[config.mk]
export PLATFORM = sky130hd
export DESIGN_NAME = condicionador_botoes_flat
export DESIGN_NICKNAME = d
export VERILOG_FILES = /design/src/rtl/condicionador_botoes_pkg.sv /design/src/rtl/condicionador_botoes_if.sv /design/src/rtl/condicionador_botoes_sincronizador_2ff.sv /design/src/rtl/condicionador_botoes.sv /design/src/flat_wrapper.sv
export SDC_FILE = /design/constraint.sdc
export NUM_CORES = 1
export LEC_CHECK = 0
export CAP_MARGIN = 10
export CORE_ASPECT_RATIO = 1.25
export CORE_MARGIN = 4
export CORE_UTILIZATION = 45
export DETAILED_ROUTE_END_ITERATION = 12
export HOLD_SLACK_MARGIN = 0.08
export MAX_ROUTING_LAYER = met4
export PLACE_DENSITY = 0.73
export SLEW_MARGIN = 15
export SYNTH_ARGS = -nofsm -noshare
export SYNTH_HDL_FRONTEND = slang
export SYNTH_SLANG_ARGS = --single-unit
[constraint.sdc]
create_clock -name clock -period 1.7 [get_ports clock]
set_input_delay 0.17 -clock clock [delete_from_list [all_inputs] [get_ports clock]]
set_output_delay 0.17 -clock clock [all_outputs]
set_load 0.02 [all_outputs]
[src/rtl/condicionador_botoes_pkg.sv]
// rtl/condicionador_botoes_pkg.sv - shared state encodings and one-hot helper
// Imported by the button conditioner and its testbench.
package condicionador_botoes_pkg;

  typedef enum logic [2:0] {
    ESTADO_OCIOSO        = 3'd0,
    ESTADO_FILTRANDO     = 3'd1,
    ESTADO_EMITE         = 3'd2,
    ESTADO_ESPERA_SOLTAR = 3'd3
  } estado_t;

  // Exactly one bit set; callers zero-extend narrower vectors.
  function automatic logic eh_one_hot(input logic [31:0] v);
    return (v != 32'd0) && ((v & (v - 32'd1)) == 32'd0);
  endfunction

endpackage

[src/rtl/condicionador_botoes_if.sv]
// rtl/condicionador_botoes_if.sv - button-side and game-side signals of the conditioner
// master drives the raw buttons and controls; slave is the conditioner itself.
interface condicionador_botoes_if #(
  parameter int N_BOTOES = 4
);
  logic [N_BOTOES-1:0] botoes;
  logic                habilita;
  logic                limpa;
  logic [N_BOTOES-1:0] jogada;
  logic                jogada_feita;
  logic                tem_jogada;
  logic [2:0]          db_estado;

  modport master (
    output botoes, habilita, limpa,
    input  jogada, jogada_feita, tem_jogada, db_estado
  );

  modport slave (
    input  botoes, habilita, limpa,
    output jogada, jogada_feita, tem_jogada, db_estado
  );
endinterface

[src/rtl/condicionador_botoes_sincronizador_2ff.sv]
// rtl/condicionador_botoes_sincronizador_2ff.sv - two-flop synchroniser for raw button levels
// Only instantiated when CONDICIONADOR_BOTOES_SYNC_EN is defined.
module sincronizador_2ff #(
  parameter int WIDTH = 4
) (
  input  logic             clock,
  input  logic             reset,
  input  logic [WIDTH-1:0] d,
  output logic [WIDTH-1:0] q
);

  logic [WIDTH-1:0] meta_q;
  logic [WIDTH-1:0] sinc_q;

  always_ff @(posedge clock or negedge reset) begin
    if (!reset) begin
      meta_q <= '0;
      sinc_q <= '0;
    end else begin
      meta_q <= d;
      sinc_q <= meta_q;
    end
  end

  assign q = sinc_q;

endmodule

[src/rtl/condicionador_botoes.sv]
// rtl/condicionador_botoes.sv - debounce, one-hot validation and press pulse for player buttons
// Define CONDICIONADOR_BOTOES_SYNC_EN to put a 2-FF synchroniser in front of the filter.
module condicionador_botoes
  import condicionador_botoes_pkg::*;
#(
  parameter int N_BOTOES        = 4,
  parameter int DEBOUNCE_CICLOS = 2,
  parameter int CONT_W          = 4
) (
  input  logic                  clock,
  input  logic                  reset,
  condicionador_botoes_if.slave bus
);

  localparam logic [CONT_W-1:0] LIMITE = CONT_W'(DEBOUNCE_CICLOS);
  localparam logic [CONT_W-1:0] UM     = CONT_W'(1);

  logic [N_BOTOES-1:0] s;

`ifdef CONDICIONADOR_BOTOES_SYNC_EN
  sincronizador_2ff #(.WIDTH(N_BOTOES)) u_sincronizador (
    .clock (clock),
    .reset (reset),
    .d     (bus.botoes),
    .q     (s)
  );
`else
  assign s = bus.botoes;
`endif

  estado_t             estado_q, estado_d;
  logic [CONT_W-1:0]   cnt_q, cnt_d;
  logic [N_BOTOES-1:0] amostra_q, amostra_d;
  logic [N_BOTOES-1:0] jogada_q, jogada_d;
  logic                jogada_feita_q, jogada_feita_d;

  logic                s_vazio;
  logic                s_one_hot;
  logic [CONT_W-1:0]   cnt_inc;

  always_comb begin
    estado_d  = estado_q;
    cnt_d     = cnt_q;
    amostra_d = amostra_q;
    jogada_d  = jogada_q;
    s_vazio   = (s == '0);
    s_one_hot = eh_one_hot(32'(s));
    cnt_inc   = cnt_q + UM;

    unique case (estado_q)
      ESTADO_OCIOSO: begin
        if (bus.habilita) begin
          if (s_one_hot) begin
            amostra_d = s;
            cnt_d     = UM;
            estado_d  = (UM >= LIMITE) ? ESTADO_EMITE : ESTADO_FILTRANDO;
          end else if (!s_vazio) begin
            cnt_d    = '0;
            estado_d = ESTADO_ESPERA_SOLTAR;
          end
        end
      end
      ESTADO_FILTRANDO: begin
        if (!bus.habilita || (!s_vazio && !s_one_hot)) begin
          cnt_d    = '0;
          estado_d = ESTADO_ESPERA_SOLTAR;
        end else if (s_vazio) begin
          cnt_d    = '0;
          estado_d = ESTADO_OCIOSO;
        end else if (s != amostra_q) begin
          // A different single button restarts the filter from its first sample.
          amostra_d = s;
          cnt_d     = UM;
          if (UM >= LIMITE) estado_d = ESTADO_EMITE;
        end else if (cnt_inc >= LIMITE) begin
          estado_d = ESTADO_EMITE;
        end else begin
          cnt_d = cnt_inc;
        end
      end
      ESTADO_EMITE: begin
        cnt_d    = '0;
        estado_d = ESTADO_ESPERA_SOLTAR;
      end
      ESTADO_ESPERA_SOLTAR: begin
        if (!s_vazio) begin
          cnt_d = '0;
        end else if (cnt_inc >= LIMITE) begin
          cnt_d    = '0;
          estado_d = ESTADO_OCIOSO;
        end else begin
          cnt_d = cnt_inc;
        end
      end
      default: begin
        cnt_d    = '0;
        estado_d = ESTADO_OCIOSO;
      end
    endcase

    if (estado_d == ESTADO_EMITE) cnt_d = '0;

    // An accepted press overrides a same-cycle clear.
    if (bus.limpa) jogada_d = '0;
    if (estado_d == ESTADO_EMITE) jogada_d = amostra_d;

    jogada_feita_d = (estado_d == ESTADO_EMITE);
  end

  always_ff @(posedge clock or negedge reset) begin
    if (!reset) begin
      estado_q       <= ESTADO_OCIOSO;
      cnt_q          <= '0;
      amostra_q      <= '0;
      jogada_q       <= '0;
      jogada_feita_q <= 1'b0;
    end else begin
      estado_q       <= estado_d;
      cnt_q          <= cnt_d;
      amostra_q      <= amostra_d;
      jogada_q       <= jogada_d;
      jogada_feita_q <= jogada_feita_d;
    end
  end

  assign bus.jogada       = jogada_q;
  assign bus.jogada_feita = jogada_feita_q;
  assign bus.db_estado    = estado_q;
  assign bus.tem_jogada   = (estado_q == ESTADO_EMITE) ||
                            ((estado_q == ESTADO_ESPERA_SOLTAR) && (s == amostra_q) && (amostra_q != '0));

endmodule

[src/flat_wrapper.sv]
// flat-port wrapper written by rule: the top's interface ports become plain ports
module condicionador_botoes_flat import condicionador_botoes_pkg::*;
#(
  parameter int N_BOTOES        = 4,
  parameter int DEBOUNCE_CICLOS = 2,
  parameter int CONT_W          = 4
)
  (clock, reset, bus_botoes, bus_habilita, bus_limpa, bus_jogada, bus_jogada_feita, bus_tem_jogada, bus_db_estado);
  condicionador_botoes_if #(.N_BOTOES(N_BOTOES)) bus_i ();
  input  logic clock;
  input  logic reset;
  input wire logic [$bits(bus_i.botoes)-1:0] bus_botoes;
  input wire logic [$bits(bus_i.habilita)-1:0] bus_habilita;
  input wire logic [$bits(bus_i.limpa)-1:0] bus_limpa;
  output wire logic [$bits(bus_i.jogada)-1:0] bus_jogada;
  output wire logic [$bits(bus_i.jogada_feita)-1:0] bus_jogada_feita;
  output wire logic [$bits(bus_i.tem_jogada)-1:0] bus_tem_jogada;
  output wire logic [$bits(bus_i.db_estado)-1:0] bus_db_estado;
  assign bus_i.botoes = bus_botoes;
  assign bus_i.habilita = bus_habilita;
  assign bus_i.limpa = bus_limpa;
  assign bus_jogada = bus_i.jogada;
  assign bus_jogada_feita = bus_i.jogada_feita;
  assign bus_tem_jogada = bus_i.tem_jogada;
  assign bus_db_estado = bus_i.db_estado;
  condicionador_botoes #(.N_BOTOES(N_BOTOES), .DEBOUNCE_CICLOS(DEBOUNCE_CICLOS), .CONT_W(CONT_W)) u_core (.clock(clock), .reset(reset), .bus(bus_i));
endmodule
; ---- Yosys cells after proc, flatten, opt, wreduce, memory -nomap -nowiden
; Cells that the tools add are included.
[totals]
output_inout_bits = 9
register_bits = 16
[classes]
n_addsub = 2
n_mux = 29
bitwise_logic = 1
n_lt_le_gt_ge = 1
reduce_logical = 16
eq_ne = 9
[ops]
columns = op, count
row1 = 2-to-1 mux 4 bit, 17
row2 = bitwise AND 4 x 32 -> 32 bit, 1
row3 = logical NOT 32 bit, 1
row4 = 2-to-1 mux 3 bit, 9
row5 = one-hot mux 3 bit (4 select lines), 1
row6 = one-hot mux 4 bit (3 select lines), 1
row7 = "== test 3 x 2 -> 1 bit, second input constant", 3
row8 = one-hot mux 4 bit (2 select lines), 1
row9 = nonzero test 4 bit, 2
row10 = "!= test 6 x 2 -> 1 bit, second input constant", 1
row11 = "subtractor 4 x 1 -> 5 bit, second input constant", 1
row12 = "adder 4 x 1 -> 4 bit, second input constant", 1
row13 = == test 4 bit, 1
row14 = "greater-or-equal comparator 4 x 2 -> 1 bit, second input constant", 1
row15 = logical AND 1 bit, 4
row16 = logical NOT 4 bit, 1
row17 = "!= test 4 x 3 -> 1 bit, second input constant", 1
row18 = != test 4 bit, 1
row19 = "== test 3 x 1 -> 1 bit, second input constant", 1
row20 = logical NOT 1 bit, 3
row21 = logical NOT 3 bit, 1
row22 = "!= test 3 x 2 -> 1 bit, second input constant", 1
row23 = AND reduction 3 bit, 1
row24 = logical OR 1 bit, 2
row25 = nonzero test 2 bit, 1

; ---- Longest topological paths before layout
; Gate-level depths: netlist (run 1).
[logic_depth]
ltp_word = 12
mapped_depth = 6

; ---- Least setup slack after synthesis (run 1)
; OpenSTA, ideal clock, no wires.
[synth_path]
kind = reg2reg
from = reg u_core.estado_q[1], in the netlist u_core.bus.db_estado[1]
to = reg u_core.jogada_q[0], in the netlist u_core.bus.jogada[0]
t_required_ps = 1575
synth_period_minus_slack_ps = 1832
n_path_buf = 1
path_stages_with_launch = 6
path_slack_ps = -132
arrival_time_ps = 1708
setup_ps = 125
cell_sequence = dfrtp_1 -> or3_1 -> nor2b_2 -> buf_6 -> mux2_4 -> mux2_2
[synth_lines]
columns = item, line
row1 = start: declaration, condicionador_botoes.sv:31  ; estado_t estado_q, estado_d;
row2 = start signal: assignment, condicionador_botoes.sv:118  ; estado_q <= estado_d;
row3 = == test 3 x 1 -> 1 bit / logical NOT 3 bit (equally long branches), condicionador_botoes.sv:50  ; unique case (estado_q)
row4 = one-hot mux 4 bit (2 select lines) *, condicionador_botoes.sv:50
row5 = named net u_core.amostra_d[0], condicionador_botoes.sv:33  ; logic [N_BOTOES-1:0] amostra_q, amostra_d;
row6 = 2-to-1 mux 4 bit *, condicionador_botoes.sv:105  ; if (estado_d == ESTADO_EMITE) jogada_d = amostra_d;
row7 = end signal: assignment, condicionador_botoes.sv:121  ; jogada_q <= jogada_d;
row8 = end: declaration, condicionador_botoes.sv:34  ; logic [N_BOTOES-1:0] jogada_q, jogada_d;
; The timed path passes the listed nets; every way through them passes the cells marked *.
; A chain may end at the register's enable or synchronous reset.

; ---- Worst setup path after layout (run 1)
[layout_path]
from = reg u_core.amostra_q[3]
to = out bus_tem_jogada
[layout_between]
elab_chain_cells = 4
[layout_lines]
columns = item, line
row1 = start: declaration, condicionador_botoes.sv:33
row2 = start signal: assignment, condicionador_botoes.sv:120  ; amostra_q <= amostra_d;
row3 = == test 4 bit, condicionador_botoes.sv:130  ; ((estado_q == ESTADO_ESPERA_SOLTAR) && (s == amostra_q) && (amostra_q != '0));
row4 = logical AND 1 bit, condicionador_botoes.sv:130
row5 = logical AND 1 bit *, condicionador_botoes.sv:130
row6 = logical OR 1 bit *, condicionador_botoes.sv:129  ; assign bus.tem_jogada = (estado_q == ESTADO_EMITE) ||
row7 = end: declaration, flat_wrapper.sv:17  ; output wire logic [$bits(bus_i.tem_jogada)-1:0] bus_tem_jogada;
; Every way passes the cells marked *; elsewhere a longest branch is shown, timed or not.

==> flow_summary.ini, run 1 <==
[status]
outcome = finished, violations left
violations = negative setup slack

[worst_setup_path]
timing.rr.end = u_core.bus.jogada[2]$_DFFE_PN0P_
r2r_setup_slack_ps = -80
endpoint = bus_tem_jogada
reg2reg_from = u_core.bus.db_estado[2]$_DFF_PN0_
worst-endpoint-required_ps = 1530
worstSetupStartpointType = flip-flop
critPathCaptureType = output pin
critical_path.max_fanout = 2
critPathArrivalTime_ps = 1620
ff2ff_path_depth = 5
crit_start = u_core.amostra_q[3]$_DFF_PN0_
crit_type = flip-flop to output pin

[floorplan]
num_rows = 17
die_x_um = 48.0
fp.dieH_um = 58.0
initial_utilization_pct = 49.2
core_sq_mm = 0.00183
die_area_sq_mm = 0.00279
boundaryPins = 17

[detailed_routing]
via_per_inst = 5.24
route.met3.wl_um = 65
wl_met1_um = 864
wire_per_inst_um = 14.6
drc = 0
drt_iter0_markers = 4
drtAntennaViolNets = 0
highest_layer = met4
totalWireLength_um = 2000
routed-wl-met2_um = 1060
firstDrtPassIters = 4
route.vias.total = 718

[yosys]
synth_ff_type = dfrtp_1
synth_seq_cells = 16
async_flop_share_pct = 100
syn_area_sq_um = 901
synth_warnings = 0
synth_nets = 86
seq_area_frac_synth_pct = 44.4
syn_area_per_cell_sq_um = 11.9
ys_types = 35
synth-edff-count = 0
syn_inst = 76

[clock_tree]
cts_root_buf = clkbuf_4
cts_hold_buf = 0
insertion_delay_ps = 280
cts_tree = done
htreeDepth = 1
cts_inserted_buffers = 3
clkSinkCount = 16
path_clk_slew_ps = 90
clockBufferDepth = 2

[sta]
rsz0062_at_grt = yes
timing.fmax_mhz = 558
fin_crit_sh_pct = 105
fin_skew_ps = 6.83
fin_hold_ws_ps = 188
slew_violations = 0
final_hold_viol_count = 0
setup_viol = 5
setup_slack_ps = -91.9
period_minus_slack_ps = 1790

[global_route]
grt_start_max_net_pins = 17
grtUsageTotal_pct = 16.3
grt_pass1_wl_um = 3190
first_global_vias = 778
grt_overflow = 0
antenna_found_initial = 0

[power_and_ir_drop]
power_frac_comb_pct = 40.6
switching_share_pct = 32.5
p_total_mw = 1.24
seqPwrFrac_pct = 39.6
pwr-share-clk_pct = 19.7
power.switching_mw = 0.404
power.internal_mw = 0.839
p_per_area_mw_per_mm2 = 938
power.static_leakage_nw = 0.637
vdd_ir_drop_max_mv = 0.581

[finish]
multiInputGateArea_sq_um = 508
layout-drive-gt1-share_pct = 45.8
n_antenna_cell = 0
design_area_sq_mm = 0.00133
syn_to_final_growth_pct = 47.2
fill_cells = 143
post-route-util_pct = 72.5
nets = 129
seqCellArea_sq_um = 403

[place]
place.port_buffers = 16
place_congestion = 0.858
place_area_sq_mm = 0.00123
pre_cts_ws_ps = -651
dpl.hpwl_um = 1440

[job]
cap_violations = 0

[min_path]
hold_class = input pin to async pin
cell usage after synthesis (2+ instances only):
library cell	instances	area share [%]
nand2_1	4	1.7
ha_1	2	2.8
nor2b_1	4	2.8
inv_1	2	0.83
a211o_1	2	1.9
dfrtp_1	16	44
mux2_2	4	5.0
o21a_1	2	1.7
xor2_1	5	4.9
and2_1	4	2.8
o41ai_1	2	1.9
nor3_1	2	1.1
nand3_1	2	1.1
mux2_4	4	6.7
worst min path at each step:
stage / start / slack (ps) / cells past startpoint / to
detailed placement: u_core.cnt_q[3]$_DFFE_PN0P_ / 490 / 1 / u_core.cnt_q[3]$_DFFE_PN0P_
global route: reset / 210 / 2 / u_core.bus.db_estado[0]$_DFF_PN0_
CTS: reset / 200 / 2 / u_core.bus.db_estado[0]$_DFF_PN0_
global placement: u_core.cnt_q[3]$_DFFE_PN0P_ / 490 / 1 / u_core.cnt_q[3]$_DFFE_PN0P_
finish: reset / 190 / 2 / u_core.bus.db_estado[0]$_DFF_PN0_
floorplan: reset / -130 / 0 / u_core.amostra_q[0]$_DFF_PN0_
power groups by stage:
stage	clock, mW	sequential [mW]	combinational (mW)
after floorplan	0	0.512	0.232
after global placement	0	0.489	0.455
after detailed placement	0	0.493	0.464
after CTS	0.256	0.485	0.473
after global routing	0.270	0.500	0.535
final	0.245	0.493	0.505
cell usage in the layout, fill, tap and decap left out, types with 2 or more instances in the layout:
master,synthesis,layout
xor2_1,5,4
inv_1,2,2
nand2_1,4,4
buf_6,1,2
nor2b_1,4,4
nor3_1,2,2
and2_1,4,4
nand3_1,2,2
clkdlybuf4s50_1,0,10
o41ai_2,0,2
a211o_1,2,2
mux2_4,4,4
clkbuf_4,0,3
clkdlybuf4s15_2,0,2
dfrtp_1,16,14
mux2_2,4,4
o21a_1,2,2
dfrtp_2,0,2
buf_4,0,23
critical path: stages (launching register included):
cell and delay (ps):
dfrtp_1 420, xor2_2 170, nor4_4 330, o41ai_2 110
a21oi_1 150, buf_4 160
state kept, by name, summed over array words and instances, names as in the netlist:
name and flops:
u_core.amostra_q 4, u_core.bus.db_estado 3, u_core.bus.jogada 4, u_core.bus.jogada_feita 1
u_core.cnt_q 4
metrics by stage:
step / setup TNS (ps) / cells
after floorplan: -312 / 76
after global placement: -5260 / 129
after detailed placement: -5540 / 129
after CTS: -337 / 135
after global routing: -731 / 137
final: -374 / 137
kinds of logic after synthesis:
kind of cell | Yosys count | synth area share (%)
AND/OR/NAND/NOR | 25 | 20.0
buffers and inverters | 5 | 3.05
other | 1 | 0.416
adder cells (fa/ha/maj) | 2 | 2.78
AO/OA/AOI/OAI | 13 | 11.8
multiplexers | 8 | 11.7
flip-flops | 16 | 44.4
XOR/XNOR | 6 | 5.83
final cells by class:
type / instances / area share (%)
repair buffers: 40 / 25.9
multi-input cells: 55 / 38.3
well taps: 19 / 1.79
clock buffers: 4 / 2.74
inverters: 3 / 0.849
flip-flops and latches: 16 / 30.4
metal layers:
| metal | vias to the layer above | global-route usage [%] |
|---|---|---|
| met3 | 2 | 3.42 |
| met4 | 0 | 6.92 |
| met2 | 9 | 26.5 |
| li1 | 362 | - |
| met5 | - | - |
| met1 | 345 | 18.8 |
timing repair:
item                       in CTS  in global routing
buffers inserted                2                  2
setup endpoints to repair      11                  8
pin swaps                       3                  9
cloned                          0                  0
gates resized for setup        15                  8
(Power assumes the default switching activity.)
==> run 2, diff against run 1 <==
--- a/config.mk
+++ b/config.mk
@@ -10,6 +10,7 @@
 export CORE_MARGIN = 4
 export CORE_UTILIZATION = 45
 export DETAILED_ROUTE_END_ITERATION = 12
+export GPL_TIMING_DRIVEN = 0
 export HOLD_SLACK_MARGIN = 0.08
 export MAX_ROUTING_LAYER = met4
 export PLACE_DENSITY = 0.73
==> run 2 against run 1 <==
  * The flow still finishes with violations (negative setup slack)
  * Hold slack improved by 100 ps
  * Via count decreased by 3.2%
  * Clock skew decreased by 0.84 ps
  * Flip-flop and latch count unchanged
  * Combinational power decreased by 12%
  * Highest routed layer unchanged
==> flow_summary.ini, run 2 (same netlist as run 1, synthesis figures left out) <==
[status]
outcome = finished, violations left
violations = negative setup slack

[global_route]
antenna_found_initial = 0
first_global_vias = 676
grt_use_met1_pct = 20.5
top_usage_layer = met2
grt_start_max_net_pins = 17
grt_overflow = 0
grtUsageTotal_pct = 16.4
grt.met2_usage_pct = 22.9
gr-usage-met3_pct = 3.42
grt_pass1_wl_um = 3130

[power_and_ir_drop]
power.static_leakage_nw = 0.585
p_total_mw = 1.20
p_per_area_mw_per_mm2 = 957
vdd_ir_drop_max_mv = 0.710

[worst_setup_path]
critPathArrivalTime_ps = 1660
critical_path.max_fanout = 2
timing.critical_path.slowest_stage_cell = dfrtp_1
worstSetupStartpointType = flip-flop
crit_type = flip-flop to output pin
worst-endpoint-required_ps = 1530
path_cells = xor2_2 -> nor4_4 -> o41ai_1 -> a21oi_1 -> buf_4
worst_path_largest_cell_delay_ps = 420
critPathCaptureType = output pin

[place]
place.port_buffers = 16
place_congestion = 0.813
dpl.hpwl_um = 1250
pre_cts_ws_ps = -789

[floorplan]
die_area_sq_mm = 0.00279
boundaryPins = 17
fp.dieH_um = 58.0
die_x_um = 48.0
num_rows = 17
initial_utilization_pct = 49.2
core_sq_mm = 0.00183

[min_path]
hold_class = input pin to async pin

[sta]
period_minus_slack_ps = 1830
setup_slack_ps = -135
timing.fmax_mhz = 545
worst_slew_pin_slew_ps = 701
slew_violations = 0
fin_tns_setup_ps = -389
setup_viol = 6
rsz0062_at_grt = yes
fin_crit_sh_pct = 108
final_hold_viol_count = 0
relSlewSlack_pct = 53.1
fin_skew_ps = 5.99

[detailed_routing]
drtAntennaViolNets = 0
drt_iter0_markers = 7
firstDrtPassIters = 4
wire_per_inst_um = 16.2
via_per_inst = 5.52
totalWireLength_um = 2050
drc = 0
route.vias.total = 695

[finish]
mostFrequentLayoutCells = dfrtp_1 (13), buf_4 (11), clkdlybuf4s50_1 (10), mux2_4 (5)
seqCellArea_sq_um = 404
fill_cells = 131
syn_to_final_growth_pct = 39.0
layout-drive-gt1-share_pct = 39.3
n_antenna_cell = 0
multiInputGateArea_sq_um = 517
final_common_cell = dfrtp_1
nets = 118

[clock_tree]
cts_root_buf = clkbuf_4
cts_tree = done
insertion_delay_ps = 290
clockBufferDepth = 2
cts_inserted_buffers = 3
clkSinkCount = 16
htreeDepth = 1
path_clk_slew_ps = 90

[job]
cap_violations = 0
==> run 2: cell count changes in the layout (fill, tap and decap cells not counted), sizes merged <==
cell | previous run | this run
buf | 25 | 14
clkbuf | 5 | 4
dlygate4sd2 | 1 | 3
clkdlybuf4s15 | 2 | 1
==> run 2: cell type report <==
type / instances / area share, %
multi-input cells: 55 / 41.3
flip-flops and latches: 16 / 32.3
repair buffers: 27 / 19.5
clock buffers: 4 / 2.90
well taps: 19 / 1.90
plain buffers: 2 / 1.30
inverters: 3 / 0.899
==> run 2: timing repair <==
action                                  4_1_cts  5_1_grt
endpoints found under the setup margin       10        8
pin swaps                                     6        5
hold buffers                                  0        0
resized for setup                            12        8
buffers inserted                              7        4
==> run 2: where the power goes <==
group	internal [mW]	leakage [nW]	switching, mW	total (mW)
Combinational	0.229	0.357	0.216	0.445
Clock	0.131	0.0210	0.120	0.251
Sequential	0.441	0.206	0.0622	0.503
==> run 2: worst paths after layout <==
path | startpoint | depth (start not counted) | slack, ps | to
worst min-delay path | reset | 1 | 290 | u_core.bus.jogada[2]$_DFFE_PN0P_
worst max register to register | u_core.bus.db_estado[2]$_DFF_PN0_ | 5 | -70 | u_core.bus.jogada[2]$_DFFE_PN0P_
min in group clock | bus_botoes[3] | 2 | 340 | u_core.amostra_q[3]$_DFF_PN0_
worst min register to register | u_core.cnt_q[3]$_DFFE_PN0P_ | 1 | 520 | u_core.cnt_q[3]$_DFFE_PN0P_
worst max-delay path | u_core.amostra_q[3]$_DFF_PN0_ | 5 | -130 | bus_tem_jogada
max in group asynchronous | reset | 1 | 920 | u_core.cnt_q[0]$_DFFE_PN0P_
==> run 2: metrics by stage <==
step,area [sq um],util [%],hold slack [ps],instances
global route,1250,68.5,327,126
finish,1250,68.5,292,126
global placement,1090,59.7,496,111
CTS,1180,64.7,308,122
detailed placement,1090,59.7,492,111
floorplan,908,-,-126,76
==> run 2: critical path: cells and delay by family (launching register included) <==
kind	cells	cell delay (ps)
compound gates	2	310
xor+xnor	1	170
buf+inv	1	170
flops	1	420
simple gates	1	300
==> run 2: per-layer routing <==
metal  wire length (um)  share of wire, %
met5                  0                 0
met4                 63               3.1
met3                 93               4.5
met2               1000                49
met1                887                43
==> run 3, diff against run 2 <==
--- a/config.mk
+++ b/config.mk
@@ -14,7 +14,6 @@
 export HOLD_SLACK_MARGIN = 0.08
 export MAX_ROUTING_LAYER = met4
 export PLACE_DENSITY = 0.73
-export SLEW_MARGIN = 15
 export SYNTH_ARGS = -nofsm -noshare
 export SYNTH_HDL_FRONTEND = slang
 export SYNTH_SLANG_ARGS = --single-unit
==> results of run 3 <==
No change in the layout: final DEF, timing and power equal those of run 2.
